<file path="src/rtl/wfq_vt_event_tracker.sv">
// Producer for the WFQ virtual-time update: tracks per-flow backlog and elapsed cycles,
// and on each arrival/departure event reports the closed interval's length and backlogged weight.
module wfq_vt_event_tracker #(
  parameter int NUM_FLOWS = 4,
  parameter int FLOW_W    = 2,
  parameter int WGT_W     = 16,
  parameter int QD_W      = 8
) (
  input  logic                 clk,
  input  logic                 rst,
  input  logic                 cfg_we,
  input  logic [FLOW_W-1:0]    cfg_flow,
  input  logic [WGT_W-1:0]     cfg_weight,
  input  logic                 arr_valid,
  input  logic [FLOW_W-1:0]    arr_flow,
  input  logic                 dep_valid,
  input  logic [FLOW_W-1:0]    dep_flow,
  output logic                 start,
  output logic [WGT_W-1:0]     delta_t,
  output logic [WGT_W-1:0]     sum_weight,
  output logic [NUM_FLOWS-1:0] active_mask,
  output logic                 dep_err
);

  localparam int SUM_W = WGT_W + FLOW_W;

  logic [WGT_W-1:0]     weight_cur  [NUM_FLOWS];
  logic [QD_W-1:0]      backlog_cur [NUM_FLOWS];
  logic [NUM_FLOWS-1:0] active_next;

  logic [WGT_W-1:0]     elapsed_reg;
  logic [WGT_W-1:0]     elapsed_inc;
  logic                 start_reg;
  logic                 dep_err_reg;
  logic [WGT_W-1:0]     delta_t_reg;
  logic [WGT_W-1:0]     sum_weight_reg;
  logic [NUM_FLOWS-1:0] active_mask_reg;

  logic                 dep_ok;
  logic                 event_valid;
  logic [SUM_W-1:0]     sum_pre;
  logic [WGT_W-1:0]     sum_sat;

  // A departure only counts when the flow actually holds a packet.
  assign dep_ok      = dep_valid && (backlog_cur[dep_flow] != '0);
  assign event_valid = arr_valid || dep_ok;
  assign elapsed_inc = (elapsed_reg == '1) ? elapsed_reg : elapsed_reg + WGT_W'(1);

  always_comb begin
    sum_pre = '0;
    for (int i = 0; i < NUM_FLOWS; i++) begin
      if (backlog_cur[i] != '0) begin
        sum_pre = sum_pre + SUM_W'(weight_cur[i]);
      end
    end
  end

  assign sum_sat = (|sum_pre[SUM_W-1:WGT_W]) ? '1 : sum_pre[WGT_W-1:0];

  for (genvar gi = 0; gi < NUM_FLOWS; gi++) begin : g_flow
    localparam logic [FLOW_W-1:0] IDX = FLOW_W'(gi);

    logic [QD_W-1:0]  backlog_reg;
    logic [QD_W-1:0]  backlog_next;
    logic [WGT_W-1:0] weight_reg;
    logic             inc;
    logic             dec;

    assign inc = arr_valid && (arr_flow == IDX);
    assign dec = dep_ok && (dep_flow == IDX);

    // Arrival and departure on the same flow cancel, even at the saturation ceiling.
    always_comb begin
      backlog_next = backlog_reg;
      if (inc && !dec) begin
        if (backlog_reg != '1) begin
          backlog_next = backlog_reg + QD_W'(1);
        end
      end else if (dec && !inc) begin
        backlog_next = backlog_reg - QD_W'(1);
      end
    end

    always_ff @(posedge clk or negedge rst) begin
      if (!rst) begin
        backlog_reg <= '0;
        weight_reg  <= '0;
      end else begin
        backlog_reg <= backlog_next;
        if (cfg_we && (cfg_flow == IDX)) begin
          weight_reg <= cfg_weight;
        end
      end
    end

    assign backlog_cur[gi] = backlog_reg;
    assign weight_cur[gi]  = weight_reg;
    assign active_next[gi] = (backlog_next != '0);
  end

  // An idle interval (no weight backlogged) closes silently: no update, outputs hold.
  always_ff @(posedge clk or negedge rst) begin
    if (!rst) begin
      elapsed_reg     <= '0;
      start_reg       <= 1'b0;
      dep_err_reg     <= 1'b0;
      delta_t_reg     <= '0;
      sum_weight_reg  <= '0;
      active_mask_reg <= '0;
    end else begin
      dep_err_reg     <= dep_valid && !dep_ok;
      active_mask_reg <= active_next;
      start_reg       <= 1'b0;
      if (event_valid) begin
        elapsed_reg <= '0;
        if (sum_pre != '0) begin
          start_reg      <= 1'b1;
          delta_t_reg    <= elapsed_inc;
          sum_weight_reg <= sum_sat;
        end
      end else begin
        elapsed_reg <= elapsed_inc;
      end
    end
  end

  assign start       = start_reg;
  assign delta_t     = delta_t_reg;
  assign sum_weight  = sum_weight_reg;
  assign active_mask = active_mask_reg;
  assign dep_err     = dep_err_reg;

endmodule

</file>
<file path="config.mk">
export PLATFORM = sky130hd
export DESIGN_NAME = wfq_vt_event_tracker
export DESIGN_NICKNAME = d
export VERILOG_FILES = /design/src/rtl/wfq_vt_event_tracker.sv
export SDC_FILE = /design/constraint.sdc
export NUM_CORES = 1
export LEC_CHECK = 0
export BUFFER_PORTS_ARGS = -buffer_cell sky130_fd_sc_hd__clkbuf_2
export CAP_MARGIN = 20
export CORE_MARGIN = 2
export CORE_UTILIZATION = 35
export CTS_CLUSTER_DIAMETER = 120
export CTS_CLUSTER_SIZE = 24
export DETAILED_ROUTE_END_ITERATION = 10
export PLACE_DENSITY = 0.52
export SLEW_MARGIN = 20
export SYNTH_ARGS = -nofsm -noshare
export SYNTH_HDL_FRONTEND = slang
export SYNTH_SLANG_ARGS = --single-unit
</file>
<file path="constraint.sdc">
create_clock -name clk -period 16.8 [get_ports clk]
set_clock_uncertainty 0.2 [all_clocks]
set_input_delay 3.36 -clock clk [delete_from_list [all_inputs] [get_ports clk]]
set_output_delay 3.36 -clock clk [all_outputs]
set_load 0.05 [all_outputs]
</file>
# Yosys cells after proc, flatten, opt, wreduce, memory -nomap -nowiden
# Index checks and enable logic that the tools add are counted.
# classes
add_sub_neg,12
magnitude_cmp,1
eq_ne,14
muxes,24
bitwise_logic,1
n_reduce_logical,47
# op_table
cell,n
$mux W8,14
$reduce_bool A8 Y1,9
$mux W16,4
$add A18 B16 Y18,3
$mux W18,3
$add A8 B1 Y8 const B,4
$ne A8 B8 Y1 const B,4
$sub A8 B1 Y8 const B,4
$logic_and A1 B1 Y1,22
$reduce_bool A18 Y1,1
$add A16 B1 Y16 const B,1
$bmux W8 S2,1
$eq A16 B16 Y1 const B,1
$eq A2 B2 Y1 const B,6
$logic_not A1 Y1,9
$eq A2 B1 Y1 const B,3
$logic_not A2 Y1,3
$ge A3 B3 Y1 const B,1
$not A2 Y3,1
$mux W1,2
$reduce_and A2 Y1,1
$reduce_or A2 Y1,1
$logic_or A1 B1 Y1,1
# word_totals
regBits,150
inputBits,27
output_inout_bits,38
wordCells,113

# Longest topological paths before layout
# depth
depth_word,11
ltp_mapped,36
ltp_nobuf,32

# Worst setup path after synthesis
# No wires, ideal clock.
# synth_timing
kind,register to register
from,reg g_flow[0].backlog_reg[1]
to,"reg delta_t_reg[0], in the netlist delta_t[0]"
setup_ns,0.079
arrival_ns,7.349
required_time_ns,16.521
setup_slack_ns,9.172
stages_incl_launch_ff,30
n_path_buf,1
path_cell_list,dfrtp_1 inv_1 ha_1 nor3b_2 a21boi_0 ha_1 fa_1 maj3_1 o21ai_0 o21ai_0 a31o_2 ha_1 a2111oi_0 o21ai_0 a41o_1 o31ai_1 xnor2_1 nand2_1 o211ai_1 ha_1 nand3_1 a2111o_1 a41oi_1 o41ai_1 or4_1 a211oi_1 nor4_1 o41ai_4 buf_6 mux2i_1
# synth_via
elab_chain_cells,10
word_cells_on_any_way,16
# synth_rtl
item,line,rtl
from (decl),63,logic [QD_W-1:0] backlog_reg;
from (signal assigned),89,backlog_reg <= backlog_next;
$reduce_bool A8 Y1,52,if (backlog_cur[i] != '0) begin
$mux W16,52,
$add A18 B16 Y18,53,sum_pre = sum_pre + SUM_W'(weight_cur[i]);
$mux W18,52,
$add A18 B16 Y18,53,
$mux W18,52,
$add A18 B16 Y18,53,
$mux W18,52,
$reduce_bool A18 Y1,116,if (sum_pre != '0) begin
$reduce_and A2 Y1 (no line) (*),--,
to (signal assigned),118,delta_t_reg <= elapsed_inc;
to (decl),35,logic [WGT_W-1:0] delta_t_reg;
# Every way passes the cells marked *; elsewhere a longest branch is shown, timed or not. The select of a mux whose other input is x is not followed.
# A chain may end at the register's enable or synchronous reset.

# Worst setup path in the final report
# layout_timing
from,reg g_flow[0].backlog_reg[1]
to,"reg delta_t_reg[3], in the netlist delta_t[3]"
# The elaborated chain is that of the path after synthesis.

==> impl_metrics.toml <==
[global_routing]
grt_first_pass_wirelength_um = 47700
top_usage_layer = "met2"
grt_overflow = 0
met1_usage_pct = 23.8
grt_pass1_vias = 8944
antenna_found_initial = 2
grt_max_degree = 80
grt_usage_pct = 18.3
use_met2_pct = 30.7
gr-usage-met3_pct = 3.38

[clock_tree]
clkSinkCount = 150
clk_pin_slew_ns = 0.07
htree_levels = 4
post_cts_buffers = 0
cts_tree = "yes"
cts_buffers = 17
post_cts_resized = 0
worst_skew_pair.late_latency_ns = 0.44
cts_hold_buffers = 0
root_buffer = "clkbuf_16"
clockBufferDepth = 2

[flow_run]
cap_violations = 0

[detailed_routing]
post_drt_wl_per_cell_um = 17.6
route.detailed.drc = 0
vias = 8991
vias_per_cell = 5.50
routed_wl_um = 28800
ant_nets = 0
dr.pass1.iters = 6
drtIter0Drc = 570

[synthesis]
yosysTopAreaCell = "dfrtp_1"
synth_most_common_cell = "dfrtp_1"
ys_ff_latch = 150
syn-cell-area_um2 = 10800
async_reset_ff_share_pct = 100
synth_area_leaders = "dfrtp_1 35%, mux2_2 7.7%, ha_1 6.9%"
syn_avg_cell_area_um2 = 9.11
ys_seq_area_share_pct = 34.8
synth.net_count = 1272
synth-edff-count = 0
ys.flop_type = "dfrtp_1"
synth.top_cells.by_count = "150 x dfrtp_1, 100 x nor2_1, 79 x nand2_1"
post-synth-top-area-fraction_pct = 34.8
yosys_warnings = 0
syn_inst = 1183
synth_cell_types = 84

[worst_setup_path]
rrSetupSlack_ns = 7.49
crit_arrival_ns = 9.47
start_kind = "flop"
cp_common_cell = "ha_1"
crit_fanout = 24
crit_type = "flop to flop"
cp_slowest_cell = "o41ai_4"
ff2ff_path_depth = 29
crit_required_ns = 16.96
rr_startpoint = "g_flow[0].backlog_reg[1]"
r2r_end = "delta_t[3]"
max_stage_delay_ns = 0.67
critPathCaptureType = "flop"

[final_layout]
final_layout_size_suffix_gt1_share_pct = 16.4
largest_reg_flops = 64
postLayoutCoreUtil_pct = 39.6
insertedDiodeCount = 0
layout.nets = 1317
fin_cells = 1636
fillCellCount = 3095
area_delta_synth_final_pct = 11.8

[die]
ios = 65
fp.dieH_um = 179
fp-row-count = 64
coreArea_um2 = 30400
dieArea_um2 = 32200
start_util_pct = 35.4
die_w_um = 179

[worst_hold_path]
hold_class = "flop to flop"
hold_end = "sum_weight[10]"
hold_start = "sum_weight[10]"
holdPathStages = 1

[sta]
setup_viol = 0
finalHoldViolations = 0
max_freq_mhz = 107
fin_tns_setup_ns = 0
worst_pin_slew_ns = 1.07
drv_slew = 0
min_period_ns = 9.31
period_share_pct = 55.4
maxSlewHeadroom_pct = 28.6
grt_setup_unrepaired = "false"
setup_ws_ns = 7.49

[placement]
preCtsSetupSlack_ns = 7.64
io_buffers = 64
hpwl_um = 21700
routabilityCongestion = 0.854
placedCellCount = 1605

[run_status]
status = "completed"
## layout make-up
type                    count  area [µm²]  area share [%]
clock buffers              17         425            3.53
clock inverters            14         176            1.46
inverters                  62         233            1.93
multi-input cells         926        6590            54.7
flip-flops and latches    150        3750            31.1
well taps                 396         495            4.11
repair buffers             71         379            3.15
## cells in the final DEF (no fill, tap or decap), types with 21 or more instances in the layout
| cell type | Yosys | routed |
|---|---|---|
| and3_1 | 28 | 28 |
| nand3_1 | 44 | 43 |
| dfrtp_1 | 150 | 150 |
| xor2_1 | 21 | 21 |
| mux2_2 | 74 | 74 |
| a21oi_1 | 64 | 64 |
| mux2i_1 | 26 | 26 |
| ha_1 | 59 | 59 |
| and2_1 | 21 | 21 |
| o21ai_0 | 55 | 55 |
| inv_1 | 62 | 62 |
| nor2_1 | 100 | 100 |
| nand2_1 | 79 | 79 |
| nor3_1 | 36 | 36 |
| clkbuf_2 | 1 | 63 |
| a21o_1 | 25 | 25 |
| xnor2_1 | 32 | 32 |
## layer usage
layer,vias to the layer above,routed length [µm]
met5,-,13
met4,2,483
met3,28,1180
met2,176,14000
met1,4340,13100
li1,4445,-
## per-stage QoR
step | area [µm²] | hold slack, ns
2_1_floorplan | 10800 | 0.272
3_3_place_gp | 11400 | 0.290
3_5_place_dp | 11400 | 0.292
4_1_cts | 12000 | 0.306
5_1_grt | 12100 | 0.314
6_report | 12100 | 0.305
## worst max-delay path: cells and delay by family, from the launching register on
kind                     cells  cell delay [ns]
AND/OR/NAND/NOR              5             1.38
multiplexers                 1             0.24
XOR/XNOR                     1             0.09
adder cells (fa/ha/maj)      6             2.03
flip-flops                   1             0.43
AO/OA/AOI/OAI               14             4.25
buffers and inverters        2             0.60
## worst max path at each step
stage	from	endpoint	slack (ns)
floorplan	g_flow[0].backlog_reg[1]	delta_t[0]	9.17
global placement	g_flow[0].backlog_reg[1]	delta_t[13]	7.94
detailed placement	g_flow[0].backlog_reg[1]	delta_t[3]	7.64
CTS	g_flow[0].backlog_reg[1]	delta_t[3]	7.60
global route	g_flow[0].backlog_reg[1]	delta_t[8]	6.82
finish	g_flow[0].backlog_reg[1]	delta_t[3]	7.49
## cell families after synthesis
group / after synthesis / synth area share [%]
fa+ha+maj: 64 / 7.59
compound gates: 293 / 18.6
simple gates: 415 / 20.2
xor+xnor: 54 / 4.46
buf+inv: 107 / 4.11
flops: 150 / 34.8
mux: 100 / 10.1
Power is not shown: default switching activity piles up to over one toggle a cycle in this logic, so the estimate is an artifact.
